<file path="src/rtl/kes_pool_dispatcher_pkg.sv">
// kes_pool_dispatcher_pkg: shared slot-state encoding and round-robin helper for the KES pool dispatcher.
//   Contents:
//     S_IDLE/S_ISSUE/S_DUMMY/S_STANDBY  one-hot slot state codes
//     slot_state_e                      enum built on those codes
//     MAX_CH/MAX_CW                     widest channel vector the picker handles
//     rr_pick(req, ptr)                 rotating priority pick, returns {valid, index}
package kes_pool_pkg;

    localparam logic [3:0] S_IDLE    = 4'b0001;
    localparam logic [3:0] S_ISSUE   = 4'b0010;
    localparam logic [3:0] S_DUMMY   = 4'b0100;
    localparam logic [3:0] S_STANDBY = 4'b1000;

    typedef enum logic [3:0] {
        ST_IDLE    = S_IDLE,
        ST_ISSUE   = S_ISSUE,
        ST_DUMMY   = S_DUMMY,
        ST_STANDBY = S_STANDBY
    } slot_state_e;

    localparam int MAX_CH = 8;
    localparam int MAX_CW = 3;

    // Narrower channel vectors are zero-extended; as long as ptr is below the
    // real channel count, the unused upper indices never win, so wrapping
    // modulo MAX_CH gives the same order as wrapping modulo the real count.
    function automatic logic [MAX_CW:0] rr_pick(input logic [MAX_CH-1:0] req,
                                                input logic [MAX_CW-1:0] ptr);
        logic [MAX_CW:0]   res;
        logic [MAX_CW-1:0] idx;
        res = '0;
        // Scan from the farthest offset down so the nearest one to ptr wins.
        for (int i = MAX_CH - 1; i >= 0; i--) begin
            idx = ptr + MAX_CW'(i);
            if (req[idx]) res = {1'b1, idx};
        end
        return res;
    endfunction

endpackage

</file>
<file path="src/rtl/kes_pool_dispatcher_if.sv">
// kes_pool_dispatcher_if: channel/KES handshake bundle between the syndrome calculators, the dispatcher and the KES array.
//   iRequestChannel [NUM_CH]      channel c has a chunk ready, held until granted
//   iLastChunk      [NUM_CH]      pending chunk of channel c is its last
//   iKESAvail       [NUM_KES]     KES k can accept a chunk
//   oGrant          [NUM_CH]      one-cycle pulse, chunk of channel c accepted
//   oKESStart       [NUM_KES]     one-cycle pulse, KES k loads its bound channel's chunk
//   oKESChannel     [NUM_KES*CW]  channel bound to KES k, slice k*CW +: CW
//   oKESBound       [NUM_KES]     KES k is bound
//   modport master: the driving side (channels + KES array); modport slave: the dispatcher
interface kes_pool_dispatcher_if #(
    parameter int NUM_CH  = 4,
    parameter int NUM_KES = 2
);
    localparam int CW = $clog2(NUM_CH);

    logic [NUM_CH-1:0]      iRequestChannel;
    logic [NUM_CH-1:0]      iLastChunk;
    logic [NUM_KES-1:0]     iKESAvail;
    logic [NUM_CH-1:0]      oGrant;
    logic [NUM_KES-1:0]     oKESStart;
    logic [NUM_KES*CW-1:0]  oKESChannel;
    logic [NUM_KES-1:0]     oKESBound;

    modport master (
        output iRequestChannel, iLastChunk, iKESAvail,
        input  oGrant, oKESStart, oKESChannel, oKESBound
    );

    modport slave (
        input  iRequestChannel, iLastChunk, iKESAvail,
        output oGrant, oKESStart, oKESChannel, oKESBound
    );

endinterface

</file>
<file path="src/rtl/kes_pool_dispatcher_slot.sv">
// kes_slot_fsm: per-KES binding FSM (Idle/Issue/Dummy/Standby) holding the bound channel and last-chunk flag.
//   i_clock     clock, rising edge
//   i_reset_n   synchronous reset, active low
//   i_bind      allocator selects this slot this cycle (only while Idle)
//   i_bind_ch   channel being bound
//   i_avail     this KES can accept a chunk
//   i_req       request bit of the bound channel
//   i_last      last-chunk bit of the bound channel
//   o_start     start pulse to the KES (Issue state)
//   o_bound     slot is not Idle
//   o_ch        bound channel, kept after release until the next binding
module kes_slot_fsm
    import kes_pool_pkg::*;
#(
    parameter int CW = 2
) (
    input  logic          i_clock,
    input  logic          i_reset_n,
    input  logic          i_bind,
    input  logic [CW-1:0] i_bind_ch,
    input  logic          i_avail,
    input  logic          i_req,
    input  logic          i_last,
    output logic          o_start,
    output logic          o_bound,
    output logic [CW-1:0] o_ch
);

    slot_state_e   r_state;
    slot_state_e   w_next;
    logic          r_last;
    logic [CW-1:0] r_ch;

    always_ff @(posedge i_clock) begin
        if (!i_reset_n) begin
            r_state <= ST_IDLE;
            r_last  <= 1'b0;
            r_ch    <= '0;
        end else begin
            r_state <= w_next;
            if (i_bind) r_ch <= i_bind_ch;
            // The channel's last flag is only meaningful while its chunk is offered.
            if (r_state == ST_ISSUE) r_last <= i_last;
        end
    end

    always_comb begin
        w_next  = r_state;
        o_start = r_state == ST_ISSUE;
        o_bound = r_state != ST_IDLE;
        o_ch    = r_ch;
        case (r_state)
            ST_IDLE:    w_next = i_bind ? ST_ISSUE : ST_IDLE;
            ST_ISSUE:   w_next = ST_DUMMY;
            // Dummy absorbs the cycle in which the KES lowers its avail flag.
            ST_DUMMY:   w_next = r_last ? ST_IDLE : ST_STANDBY;
            ST_STANDBY: w_next = (i_avail && i_req) ? ST_ISSUE : ST_STANDBY;
            default:    w_next = ST_IDLE;
        endcase
    end

endmodule

</file>
<file path="src/rtl/kes_pool_dispatcher.sv">
// kes_pool_dispatcher: binds requesting BCH channels to free KES units from a pool and issues their chunks.
//   iClock   clock, rising edge
//   iReset   synchronous reset, active low
//   bus      kes_pool_dispatcher_if.slave: channel requests/last flags and KES avail in;
//            grants, KES start pulses, bound channels and bound flags out
module kes_pool_dispatcher
    import kes_pool_pkg::*;
#(
    parameter int NUM_CH  = 4,
    parameter int NUM_KES = 2
) (
    input  logic                  iClock,
    input  logic                  iReset,
    kes_pool_dispatcher_if.slave  bus
);

    localparam int CW = $clog2(NUM_CH);

    logic [CW-1:0]      r_ptr;
    logic [CW-1:0]      w_ch [NUM_KES];
    logic [NUM_KES-1:0] w_start;
    logic [NUM_KES-1:0] w_bound;
    logic [NUM_KES-1:0] w_cand;
    logic [NUM_KES-1:0] w_bind;
    logic [NUM_CH-1:0]  w_bound_mask;
    logic [NUM_CH-1:0]  w_elig;
    logic [NUM_CH-1:0]  w_grant;
    logic               w_valid;
    logic [MAX_CW-1:0]  w_idx;
    logic [CW-1:0]      w_win;

    // Channel-side view: which channels are held, which slot is issuing for whom.
    always_comb begin
        w_bound_mask = '0;
        w_grant      = '0;
        for (int k = 0; k < NUM_KES; k++) begin
            if (w_bound[k]) w_bound_mask[w_ch[k]] = 1'b1;
            if (w_start[k]) w_grant[w_ch[k]]      = 1'b1;
        end
    end

    // Allocator: lowest idle-and-available slot takes the round-robin winner
    // among requesting channels not already held by some slot.
    always_comb begin
        w_elig           = bus.iRequestChannel & ~w_bound_mask;
        {w_valid, w_idx} = rr_pick(MAX_CH'(w_elig), MAX_CW'(r_ptr));
        w_win            = CW'(w_idx);
        w_cand           = ~w_bound & bus.iKESAvail;
        w_bind           = (w_cand & (~w_cand + NUM_KES'(1))) & {NUM_KES{w_valid}};
    end

    always_ff @(posedge iClock) begin
        if (!iReset)      r_ptr <= '0;
        else if (|w_bind) r_ptr <= w_win + CW'(1);
    end

    for (genvar k = 0; k < NUM_KES; k++) begin : g_slot
        kes_slot_fsm #(.CW(CW)) u_slot (
            .i_clock   (iClock),
            .i_reset_n (iReset),
            .i_bind    (w_bind[k]),
            .i_bind_ch (w_win),
            .i_avail   (bus.iKESAvail[k]),
            .i_req     (bus.iRequestChannel[w_ch[k]]),
            .i_last    (bus.iLastChunk[w_ch[k]]),
            .o_start   (w_start[k]),
            .o_bound   (w_bound[k]),
            .o_ch      (w_ch[k])
        );
        assign bus.oKESChannel[k*CW +: CW] = w_ch[k];
    end

    assign bus.oGrant    = w_grant;
    assign bus.oKESStart = w_start;
    assign bus.oKESBound = w_bound;

endmodule

</file>
<file path="src/flat_wrapper.sv">
// flat-port wrapper written by rule: the top's interface ports become plain ports
module kes_pool_dispatcher_flat import kes_pool_pkg::*;
#(
    parameter int NUM_CH  = 4,
    parameter int NUM_KES = 2
)
  (iClock, iReset, bus_iRequestChannel, bus_iLastChunk, bus_iKESAvail, bus_oGrant, bus_oKESStart, bus_oKESChannel, bus_oKESBound);
  kes_pool_dispatcher_if #(.NUM_CH(NUM_CH), .NUM_KES(NUM_KES)) bus_i ();
  input  logic iClock;
  input  logic iReset;
  input wire logic [$bits(bus_i.iRequestChannel)-1:0] bus_iRequestChannel;
  input wire logic [$bits(bus_i.iLastChunk)-1:0] bus_iLastChunk;
  input wire logic [$bits(bus_i.iKESAvail)-1:0] bus_iKESAvail;
  output wire logic [$bits(bus_i.oGrant)-1:0] bus_oGrant;
  output wire logic [$bits(bus_i.oKESStart)-1:0] bus_oKESStart;
  output wire logic [$bits(bus_i.oKESChannel)-1:0] bus_oKESChannel;
  output wire logic [$bits(bus_i.oKESBound)-1:0] bus_oKESBound;
  assign bus_i.iRequestChannel = bus_iRequestChannel;
  assign bus_i.iLastChunk = bus_iLastChunk;
  assign bus_i.iKESAvail = bus_iKESAvail;
  assign bus_oGrant = bus_i.oGrant;
  assign bus_oKESStart = bus_i.oKESStart;
  assign bus_oKESChannel = bus_i.oKESChannel;
  assign bus_oKESBound = bus_i.oKESBound;
  kes_pool_dispatcher #(.NUM_CH(NUM_CH), .NUM_KES(NUM_KES)) u_core (.iClock(iClock), .iReset(iReset), .bus(bus_i));
endmodule
</file>
<file path="config.mk">
export PLATFORM = sky130hd
export DESIGN_NAME = kes_pool_dispatcher_flat
export DESIGN_NICKNAME = d
export VERILOG_FILES = /design/src/rtl/kes_pool_dispatcher_pkg.sv /design/src/rtl/kes_pool_dispatcher_if.sv /design/src/rtl/kes_pool_dispatcher_slot.sv /design/src/rtl/kes_pool_dispatcher.sv /design/src/flat_wrapper.sv
export SDC_FILE = /design/constraint.sdc
export NUM_CORES = 1
export LEC_CHECK = 0
export ABC_AREA = 1
export CORE_MARGIN = 4
export CORE_UTILIZATION = 30
export CTS_CLUSTER_DIAMETER = 80
export DETAILED_ROUTE_END_ITERATION = 7
export GPL_ROUTABILITY_DRIVEN = 1
export PLACE_DENSITY = 0.63
export SYNTH_ARGS = -nofsm -noshare
export SYNTH_HDL_FRONTEND = slang
export SYNTH_SLANG_ARGS = --single-unit
</file>
<file path="constraint.sdc">
create_clock -name iClock -period 1.95 [get_ports iClock]
set_input_delay 0.39 -clock iClock [delete_from_list [all_inputs] [get_ports iClock]]
set_output_delay 0.39 -clock iClock [all_outputs]
set_load 0.02 [all_outputs]
</file>
-- After elaboration in Yosys (flattened, before gate mapping)
Index checks and enable logic that the tools add are counted.
- add/sub/neg operators: 9
- multipliers: 0
- divide/modulo/power cells: 0
- $lt $le $gt $ge: 12
- equality and inequality tests: 10
- shift-type cells: 0
- muxes and demuxes: 48
- bitwise logic cells: 9
- reduce and logical (&&, ||, !) cells: 5
- operators by type and width (operator ; number):
    2-to-1 mux 4 bit ; 16
    one-hot mux 4 bit (4 select lines) ; 2
    less-than comparator 3 x 4 -> 1 bit, second input constant ; 7
    binary-select mux 1 bit (select 3 bit) ; 7
    2-to-1 mux 1 bit ; 14
    adder 2 x 3 -> 3 bit, second input constant ; 4
    binary-select mux 1 bit (select 2 bit) ; 5
    equality test 4 x 1 -> 1 bit, second input constant ; 2
    equality test 4 x 2 -> 1 bit, second input constant ; 2
    equality test 4 x 3 -> 1 bit, second input constant ; 2
    equality test 4 bit, second input constant ; 2
    inequality test 4 x 1 -> 1 bit, second input constant ; 2
    OR 4 bit ; 2
    adder 2 x 2 -> 3 bit, second input constant ; 2
    AND 2 bit ; 3
    less-than comparator 2 x 3 -> 1 bit, second input constant ; 2
    adder 2 x 1 -> 2 bit, second input constant ; 2
    AND 4 bit ; 1
    demux 1 bit (select 2 bit) ; 2
    greater-or-equal comparator 2 x 1 -> 1 bit, second input constant ; 2
    logical AND 1 bit ; 4
    less-than comparator 2 x 4 -> 1 bit, second input constant ; 1
    2-to-1 mux 2 bit ; 2
    inverter 2 bit ; 2
    3 further kinds ; 3
- bits in registers: 16
- latch bits: 0
- memory bits (writable): 0
- memory bits (read-only): 0
- output and inout bits: 12
- memories: 0

-- Longest topological paths before layout
- word-level depth: 22
- gate-level depth with buffers: 21
- depth with buffers taken out: 21

-- Hierarchy
A second synthesis with hierarchy kept.
- cell total of the unflattened synthesis: 237
- area total of the unflattened synthesis: 1435.1 µm²
- modules (own cells, without submodules) (module ; instances ; cells an instance ; area each (µm²) ; sequential area each (µm²)):
    kes_pool_dispatcher ; 1 ; 127 ; 742.0 ; 40.0
    kes_slot_fsm ; 2 ; 55 ; 346.6 ; 140.1

-- Worst setup path before layout
Ideal clock, no wire load.
- path kind: flip-flop to flip-flop
- start: reg u_core.r_ptr[0]
- end: reg u_core.r_ptr[1]
- setup time: 0.109 ns
- arrival: 1.858 ns
- required time: 1.841 ns
- setup slack: -0.016 ns
- stages on the path, launching flop included: 16
- buffers on the path: 1
- clock period less this slack: 1.966 ns
- cell sequence: dfxtp_1 buf_2 inv_1 ha_1 inv_1 nand3_2 nand2_1 nand4_2 nand2_2 inv_2 nor2_4 inv_2 nand3_1 nand3_1 nand2_1 inv_1
- longest elaborated chain between the ends: 13
- elaborated cells between the ends (all ways): 34
- classes of those cells: add/sub (8); mux (24); bitwise (1); reduce/logical (1)
- RTL lines (item ; RTL line ; text):
    from (decl) ; kes_pool_dispatcher.sv:19 ; logic [CW-1:0] r_ptr;
    from (signal assigned) ; kes_pool_dispatcher.sv:54 ; else if (|w_bind) r_ptr <= w_win + CW'(1);
    adder 2 x 3 -> 3 bit ; kes_pool_dispatcher_pkg.sv:34 ; idx = ptr + MAX_CW'(i);
    binary-select mux 1 bit (select 3 bit) ; kes_pool_dispatcher_pkg.sv:35 ; if (req[idx]) res = {1'b1, idx};
    2-to-1 mux 1 bit (not written as such) ; kes_pool_dispatcher_pkg.sv:35 ;
    2-to-1 mux 4 bit (7 in series) ; kes_pool_dispatcher_pkg.sv:35 ;
    2-to-1 mux 4 bit (*) ; kes_pool_dispatcher_pkg.sv:35 ;
    branches (longest 2 deep; another with adder 2 x 1 -> 2 bit) ; -- ;
Every way passes the cells marked *. The select of a mux whose other input is x is not followed.
A chain may end at the register's enable or synchronous reset.

-- Worst setup path after layout
- start: reg u_core.g_slot[1].u_slot.r_state[3]
- end: reg u_core.r_ptr[1]
- longest elaborated chain between the ends: 16
- elaborated cells between the ends (all ways): 36
- classes of those cells: add/sub (2); eq/ne (1); mux (25); bitwise (7); reduce/logical (1)
- RTL lines (item ; RTL line ; text):
    from (decl) ; kes_pool_dispatcher_slot.sv:29 ; slot_state_e r_state;
    from (signal assigned) ; kes_pool_dispatcher_slot.sv:40 ; r_state <= w_next;
    inequality test 4 x 1 -> 1 bit (*) ; kes_pool_dispatcher_slot.sv:50 ; o_bound = r_state != ST_IDLE;
    branches (longest 15 deep; another with 2-to-1 mux 4 bit) ; -- ;
Marks and branches as above.

==> reports/metrics.yaml <==
run_status: "finished, violations left"
violations: "negative setup slack"
ios: 24
grt_pass1_vias: 1467
rows: 23
h-tree-depth: 1
cp_max_fo: 5
dp_cells: 305
ant_nets: 0
drc: 0
r2r_slack_ns: -0.07
syn_inst: 202
dp_slack_ns: -0.241
ys_types: 30
cp.arrival_ns: 2.22
clkPwrFrac_pct: 10.1
drt_iter0_drc: 105
cts_num_sinks: 16
criticalPathCategory: "flop to flop"
intPower_mw: 1.56
p_leak_nw: 1.04
maxSlewHeadroom_pct: 67.2
grt_max_degree: 10
worst_setup_path_start_kind: "flop"
yosysSeqAreaShare_pct: 24.6
drv_slew: 0
tightest_slew_ns: 0.488
detail_route.wl_per_cell_um: 12.5
fin_ws_ns: -0.0666
power_frac_seq_pct: 17.4
worstSetupStartpoint: "u_core.g_slot[1].u_slot.r_state[3]"
fin_worst_skew_ns: 0.00133
reg2reg_to: "u_core.r_ptr[1]"
synth_fp_nets: 216
ys_top_cells_by_area: "dfxtp_1, nand2_1, inv_1"
numCtsBuffers: 3
final_cells: 317
r2r-start: "u_core.g_slot[1].u_slot.r_state[3]"
finalSetupViolations: 5
synth_area_mm2: 0.00130
required_ns: 2.15
core_area_mm2: 0.00412
powerDensity_mw_per_mm2: 1440
die_w_um: 73.9
grt_pass1_wl_mm: 6.40
drt_first_pass_iters: 4
ys_seq_elements: 16
cts_root_buf: "clkbuf_8"
ys_warn_count: 0
synth-edff-count: 0
dieArea_mm2: 0.00546
hold_viol: 0
worstRegToRegCells: 18
finalCritPeriodShare_pct: 103
port_buffers: 23
end_kind: "flop"
period_minus_slack_ns: 2.02
ys_top_cells_by_count: "nand2_1, inv_1, nor2_1, dfxtp_1, nand3_1"
initial_core_util_pct: 31.7
drt-vias-per-instance: 4.91
nNetsFinal: 282
clkTransAtPathRegs_ns: 0.07
avgSynthCellArea_um2: 6.45
async_reset_ff_share_pct: 0
slowest_stage: "dfxtp_2"
insertion_delay_ns: 0.25
routed_wl_mm: 3.96
antenna_found_initial: 0
cts_tree: "done"
gp_congestion: 1.02
crit_cells: 18
rsz0062_at_grt: "true"
cts_buffer_depth: 2
ctsHoldBuffers: 0
cp_num_buf_inv: 3
gr-total-overflow: 0
swShare_pct: 47.6
yosys.area.top_type: "dfxtp_1"
cap_violations: 0
p_comb_share_pct: 72.5
endpoint: "u_core.r_ptr[1]"
fin_tns_setup_ns: -0.158
hold_class: "flop to flop"
peakVddDrop_v: 0.000606
die_h_um: 73.9
yosysMostFrequentCell: "nand2_1"
fmax_ghz: 0.496
synthToLayoutAreaGrowth_pct: 59.2
crit_chain: "nor2_4 -> buf_6 -> nand3_4 -> nand2_4 -> buf_4 -> nand4_1 -> nand3_2 -> nand2_2 -> or2_4 -> nand2_1 -> nand2_1 -> nand2_1 -> nand2_2 -> nor2_2 -> nand2_1 -> nand3_2 -> nand2_1 -> inv_1"
crit_family: "simple AND/OR/NAND/NOR gates"
synth_flop_cell: "dfxtp_1"
switching_power_mw: 1.42
diodes: 0
synth_top_area_share_pct: 24.6
vias: 1558
holdWs_ns: 0.531
dp.final_hpwl_mm: 3.07
layout-drive-gt1-share_pct: 43.4
hold_path.startpoint: "u_core.g_slot[0].u_slot.r_last"
slowest_delay_ns: 0.33
p_total_mw: 2.99
crit_top_cell: "nand2_1"
grt_usage_pct: 14.9
-- worst register-to-register path, stage by stage (launching register included) --
cell and delay [ns]:
dfxtp_2 0.33, nor2_4 0.11, buf_6 0.10, nand3_4 0.11
nand2_4 0.10, buf_4 0.10, nand4_1 0.09, nand3_2 0.11
nand2_2 0.07, or2_4 0.26, nand2_1 0.06, nand2_1 0.05
nand2_1 0.07, nand2_2 0.09, nor2_2 0.11, nand2_1 0.06
nand3_2 0.05, nand2_1 0.04, inv_1 0.04
-- power by group through the flow --
stage	Combinational [mW]	Sequential, mW	Clock (mW)
6_report	2.17	0.520	0.301
5_1_grt	2.38	0.530	0.320
4_1_cts	1.99	0.509	0.307
3_5_place_dp	1.81	0.502	0
3_3_place_gp	1.80	0.502	0
2_1_floorplan	1.14	0.532	0
-- metal layers --
layer  GRT usage, %  wire (um)
met4           4.02         57
met5              0          0
met2           26.4       2040
met1           18.5       1690
met3           2.74        169
-- state kept, by name, indices dropped and copies added (netlist names) --
signal                        cells
u_core.g_slot.u_slot.o_ch         4
u_core.g_slot.u_slot.r_last       2
u_core.g_slot.u_slot.r_state      8
u_core.r_ptr                      2
-- worst min path at each step --
stage                                                    end  slack, ns  cells past startpoint
after floorplan                              u_core.r_ptr[1]       0.49                      2
after global placement    u_core.g_slot[1].u_slot.r_state[0]       0.54                      2
after detailed placement  u_core.g_slot[1].u_slot.r_state[0]       0.53                      2
after CTS                 u_core.g_slot[0].u_slot.r_state[0]       0.54                      2
after global routing      u_core.g_slot[0].u_slot.r_state[0]       0.57                      2
final                     u_core.g_slot[0].u_slot.r_state[0]       0.53                      2
-- per-stage QoR --
| step | util [%] | instance area (um2) |
|---|---|---|
| 6_report | 50.4 | 2080 |
| 3_3_place_gp | 44.3 | 1820 |
| 2_1_floorplan | - | 1300 |
| 3_5_place_dp | 44.3 | 1820 |
| 5_1_grt | 50.4 | 2080 |
| 4_1_cts | 48.3 | 1990 |
-- what timing repair did --
| action | CTS | global route |
|---|---|---|
| gates resized for setup | 37 | 29 |
| endpoints found under the setup margin | 9 | 14 |
| pin swaps | 10 | 17 |
| setup buffers | 4 | 4 |
-- kinds of logic after synthesis --
family                   share of synthesized area, %
AO/OA/AOI/OAI                                    17.3
buffers and inverters                            13.3
flip-flops                                       24.6
AND/OR/NAND/NOR                                  42.9
adder cells (fa/ha/maj)                          1.92
-- placed cells by master, fill, tap and decap left out, types with 5 or more instances in the layout --
cell / count
o21ai_0: 6
dfxtp_1: 7
clkdlybuf4s50_1: 16
nor2_4: 6
buf_6: 5
dfxtp_2: 8
buf_4: 39
inv_1: 28
nand3_2: 9
nand3_1: 10
inv_2: 7
nor2_1: 14
nor2_2: 5
nand2_2: 15
nand2_1: 27
a21oi_1: 13
-- layout make-up --
cell class / instances / area [um2]
Fill cell: 417 / 2040
Sequential cell: 16 / 334
Inverter: 37 / 139
Clock buffer: 4 / 55.1
Tap cell: 50 / 62.6
Multi-Input combinational cell: 144 / 938
Timing Repair Buffer: 66 / 547
Note: power is estimated with default switching activity, not from simulation.
